===== config.mk =====
export PLATFORM = sky130hd
export DESIGN_NAME = dcache_controller
export DESIGN_NICKNAME = d
export VERILOG_FILES = /design/src/rtl/dcache_controller.sv
export SDC_FILE = /design/constraint.sdc
export NUM_CORES = 1
export LEC_CHECK = 0
export CORE_AREA = 2 2 39 41
export DETAILED_ROUTE_END_ITERATION = 10
export DIE_AREA = 0 0 41 43
export GPL_TIMING_DRIVEN = 0
export PLACE_DENSITY = 0.73
export REMOVE_ABC_BUFFERS = 1
export SKIP_LAST_GASP = 1
export SYNTH_ARGS = -nofsm -noshare
export SYNTH_HDL_FRONTEND = slang
export SYNTH_SLANG_ARGS = --single-unit

===== constraint.sdc =====
create_clock -name clk -period 3.95 [get_ports clk]
set_input_delay 0.79 -clock clk [delete_from_list [all_inputs] [get_ports clk]]
set_output_delay 0.79 -clock clk [all_outputs]
set_load 0.01 [all_outputs]

===== src/rtl/dcache_controller.sv =====
// dcache_controller: sequencing FSM for a direct-mapped, write-through,
// no-write-allocate data cache. Stalls the core during line refills and
// write-throughs, and drives the cache-array and main-memory strobes.
module dcache_controller #(
    parameter int WORDS       = 4,
    parameter int MEM_LATENCY = 3,
    parameter int CNT_W       = 2,
    parameter int IDX_W       = 2
) (
    input  logic             clk,
    input  logic             rst,
    input  logic             mem_read,
    input  logic [1:0]       mem_write,
    input  logic             hit,
    output logic             stall,
    output logic             cache_we,
    output logic             fill_we,
    output logic [IDX_W-1:0] fill_word,
    output logic             set_valid,
    output logic             mem_rd_req,
    output logic             mem_wr_req,
    output logic [1:0]       mem_wr_size
);

    typedef enum logic [1:0] {IDLE, REFILL, WRITE_MEM, DONE} state_t;

    localparam logic [CNT_W-1:0] CNT_LAST  = CNT_W'(MEM_LATENCY - 1);
    localparam logic [IDX_W-1:0] WORD_LAST = IDX_W'(WORDS - 1);

    state_t           r_state, w_state_nx;
    logic [CNT_W-1:0] r_cnt, w_cnt_nx;
    logic [IDX_W-1:0] r_word, w_word_nx;
    logic [1:0]       r_size, w_size_nx;

    logic             w_stall, w_cache_we, w_fill_we, w_set_valid;
    logic             w_rd_req, w_wr_req;
    logic [IDX_W-1:0] w_fill_word;
    logic [1:0]       w_wr_size;
    logic             w_cnt_last, w_word_last;

    assign w_cnt_last  = (r_cnt == CNT_LAST);
    assign w_word_last = (r_word == WORD_LAST);

    // State and counter registers; reset abandons any operation in flight
    always_ff @(posedge clk or negedge rst) begin
        if (!rst) begin
            r_state <= IDLE;
            r_cnt   <= '0;
            r_word  <= '0;
            r_size  <= '0;
        end else begin
            r_state <= w_state_nx;
            r_cnt   <= w_cnt_nx;
            r_word  <= w_word_nx;
            r_size  <= w_size_nx;
        end
    end

    // Next-state and raw strobe decode
    always_comb begin
        w_state_nx  = r_state;
        w_cnt_nx    = r_cnt;
        w_word_nx   = r_word;
        w_size_nx   = r_size;
        w_stall     = 1'b0;
        w_cache_we  = 1'b0;
        w_fill_we   = 1'b0;
        w_fill_word = '0;
        w_set_valid = 1'b0;
        w_rd_req    = 1'b0;
        w_wr_req    = 1'b0;
        w_wr_size   = 2'd0;
        case (r_state)
            IDLE: begin
                // A store wins over a load if the decoder ever raises both
                if (mem_write != 2'd0) begin
                    w_stall    = 1'b1;
                    w_cache_we = hit;
                    w_size_nx  = mem_write;
                    w_cnt_nx   = '0;
                    w_state_nx = WRITE_MEM;
                end else if (mem_read && !hit) begin
                    w_stall    = 1'b1;
                    w_cnt_nx   = '0;
                    w_word_nx  = '0;
                    w_state_nx = REFILL;
                end
            end
            REFILL: begin
                w_stall     = 1'b1;
                w_rd_req    = 1'b1;
                w_fill_word = r_word;
                if (w_cnt_last) begin
                    w_fill_we = 1'b1;
                    w_cnt_nx  = '0;
                    w_word_nx = r_word + IDX_W'(1);
                    if (w_word_last) begin
                        w_set_valid = 1'b1;
                        w_word_nx   = '0;
                        w_state_nx  = DONE;
                    end
                end else begin
                    w_cnt_nx = r_cnt + CNT_W'(1);
                end
            end
            WRITE_MEM: begin
                w_stall   = 1'b1;
                w_wr_req  = 1'b1;
                w_wr_size = r_size;
                if (w_cnt_last) begin
                    w_cnt_nx   = '0;
                    w_state_nx = DONE;
                end else begin
                    w_cnt_nx = r_cnt + CNT_W'(1);
                end
            end
            DONE: begin
                w_state_nx = IDLE;
            end
            default: w_state_nx = IDLE;
        endcase
    end

    // Outputs are forced low the instant reset asserts, independent of inputs
    always_comb begin
        stall       = rst & w_stall;
        cache_we    = rst & w_cache_we;
        fill_we     = rst & w_fill_we;
        fill_word   = rst ? w_fill_word : '0;
        set_valid   = rst & w_set_valid;
        mem_rd_req  = rst & w_rd_req;
        mem_wr_req  = rst & w_wr_req;
        mem_wr_size = rst ? w_wr_size : 2'd0;
    end

endmodule


==> results.md <==
* FFs w/ async S/R, synth at 1.00
* GRT busiest layer: met2
* Worst path arrival time at roughly 2.5 ns
* Routed Antenna Nets at 0
* Fmax at 0.302 GHz
* Hold EP: r_size[0]
* Final Skew at 0.00564 ns
* Initial DRC count at 10
* Crit path launch type: primary input
* Total CTS buffers at 3
* Die area at 1760 sq um
* Placed cells at 92
* Die width at 41 um
* Largest net degree at the start of global routing at 17
* Root buffer cell: clkbuf_4
* CP top delay family: buffers and inverters
* Final setup violation count at 0
* Ant diodes at 0
* Clock tree from TritonCTS: built
* Largest family of logic cells by synthesized area: simple AND/OR/NAND/NOR gates
* Routed vias at ~500
* Skew-Pair Late Insertion Delay at 0.26 ns
* Post-synthesis xor/xnor area fraction at 0
* Leakage at around 0.38 nW
* Worst-Margin Slew at about 0.56 ns
* Initial core utilization at 0.417
* Max Cap Viol at 0
* Vias in the first global route at 440
* Hold_buf cts at 0
* Synthesized area at 577 sq um
* Critical setup path kind: in2out
* Final Cycle Share at 0.838
* First-pass GRT wire length at 1890 um
* R2r setup slk at between 2 and 2.5 ns
* Tot GR Track Use at 0.163
* Simple logic cell fraction of the synthesized area at 0.312
* Reg2reg end: r_state[1]
* GP Congestion at 0.712
* Slew Limit Fails at 0
* Synthesized flop and latch total at 8
* Most used cell, CP: clkdlybuf4s50_1
* Final Hold Vio Count at 0
* Top_reg_cell synth: dfrtp_1
* IO Count at 16
* R2r startpoint: r_state[0]
* Synth top area cells: dfrtp_1 (35%), ha_1 (13%), and3_1 (6.5%)
* Synth top area share at 0.347
* Setup TNS Final at 0 ns
* CP endpoint kind: primary output
* Met2 usage at 0.219
* Number of vias per cell at 5.28
* Relative slew slack at 0.627
* Met1 Usage GRT at 0.213
* Final HPWL from detailed placement at between 800 and 900 um
* M3 GR Usage at 0.0314
* Post-synth EDFFs at 0
* Clk slew on worst S/H paths at 0.05 ns
* CP peak stage delay at 0.82 ns
* Total grt overflow at 0
* Cells after Synth at 61
* DRC errors left at 0
* Non-filler cells in the finished layout at between 90 and 100
* Worst Path Max Fanout at 16
* Worst EP required at 3.16 ns
* Complex-gate fraction of the synthesized area at 0.143
* Mux cell area share after synthesis at 0.0542
* CTS H-Tree Depth at 1
* Worst-path cell chain: clkdlybuf4s50_1 -> and2_1 -> and3_1 -> clkdlybuf4s50_1
* Worst Hold Depth at 2
* Area Overhead vs Synth at 33.4%
* Clk buf depth at 2
* TritonRoute pass-1 iters at 4
* VDD IR max at 0.335 mV
* Post-Synth Adder-Cell Area at 0.130
* Min-Delay Startpoint: r_size[0]
* Hold Crit Class: reg2reg
* Initial antenna violation count at 0
* # clock sinks at 8
* RSZ-0062 raised after global routing: false
* Syn avg cell area at 9.46 sq um
* Core Box Area at 1380 sq um
* Layout cells sized above 1 at 0.0886
* Fin crit period at 3.31 ns
* Post-cts resize count at 0
* Die H at 43 um
* Largest area contributor in the netlist: dfrtp_1
* Post-synthesis sequential area ratio at 0.347
* Synth cell types at 27
* Synth Warn # at 0
* Cell with the largest stage delay on the worst path: clkdlybuf4s50_1
* Power Dens Cells at 658 nW/um^2
* Cell Rows at 14
* Fillers at 133
* Final Cell Area at 769 sq um
* Status: finished, final reports clean
* PortBufs at 15
* Area after DPL at between 700 and 800 sq um
* Critical path buffers and inverters at 2
* DR WL/cell at 11.2 um
* Reg2Reg Depth at 5
* Final wirelength at 1070 um
* Nets@finish at between 90 and 100
* Postcts setup bufs at 0
flip-flops by register name, summed over array words and instances, names as in the netlist:
register  cells
r_word        2
r_size        2
r_cnt         2
r_state       2
per-layer routing:
| metal | routed length [um] | up-vias |
|---|---|---|
| met5 | 0 | - |
| met4 | 27 | 0 |
| met3 | 35 | 4 |
| met2 | 513 | 10 |
| met1 | 491 | 230 |
| li1 | - | 258 |
kinds of logic after synthesis:
family / Yosys count
flip-flops: 8
AND/OR/NAND/NOR: 31
adder cells (fa/ha/maj): 6
multiplexers: 3
buffers and inverters: 2
AO/OA/AOI/OAI: 11
cell type report:
type	count	area [sq um]	area share
Multi-Input combinational cell	51	369	0.480
Sequential cell	8	200	0.260
Timing Repair Buffer	15	150	0.195
Clock buffer	3	22.5	0.0293
Tap cell	16	20.0	0.0260
Inverter	2	7.51	0.00976
Yosys cell counts (2+ instances only):
| library cell | instances |
|---|---|
| nor2b_1 | 2 |
| nor2_1 | 2 |
| inv_1 | 2 |
| nand3_1 | 3 |
| ha_1 | 6 |
| and2_1 | 3 |
| dfrtp_1 | 8 |
| a21oi_1 | 2 |
| nand2b_1 | 2 |
| mux2i_1 | 2 |
| o21ai_0 | 2 |
| and3_1 | 6 |
| nand2_1 | 7 |
worst reg2reg max path, stage by stage, from the launching register on:
cell	delay, ns
dfrtp_1	0.40
inv_1	0.13
ha_1	0.33
nand3_1	0.18
nand3_1	0.17
mux2_1	0.33
where the power goes:
group	total [W]	switching [W]	internal, W
Clock	0.0000628	0.0000280	0.0000348
Combinational	0.000295	0.000146	0.000149
Sequential	0.000148	0.0000286	0.000120
placed cells by master, fill, tap and decap left out, types with 2 or more instances in the layout:
cell	n
a21oi_1	2
and2_1	3
and3_1	6
clkbuf_4	3
clkdlybuf4s50_1	15
dfrtp_1	8
ha_1	6
inv_1	2
mux2i_1	2
nand2_1	7
nand2b_1	2
nand3_1	3
nor2_1	2
nor2b_1	2
o21ai_0	2
stage by stage:
| stage | util | power (W) | worst slack [ns] | hold WS, ns |
|---|---|---|---|---|
| finish | 0.556 | 0.000506 | 0.642 | 0.467 |
| global route | 0.556 | 0.000569 | 0.486 | 0.509 |
| CTS | 0.556 | 0.000514 | 0.606 | 0.471 |
| detailed placement | 0.540 | 0.000447 | 0.613 | 0.459 |
| global placement | 0.540 | 0.000440 | 0.639 | 0.456 |
| floorplan | - | 0.000358 | 1.80 | 0.437 |
worst max path at each step:
| stage | startpoint | end | slack (ns) | depth (start not counted) |
|---|---|---|---|---|
| 5_1_grt | rst | set_valid | 0.49 | 4 |
| 2_1_floorplan | hit | stall | 1.80 | 4 |
| 4_1_cts | rst | set_valid | 0.61 | 4 |
| 3_5_place_dp | rst | set_valid | 0.61 | 4 |
| 6_report | rst | set_valid | 0.64 | 4 |
| 3_3_place_gp | rst | set_valid | 0.64 | 4 |
Note: power is estimated with default switching activity, not from simulation.
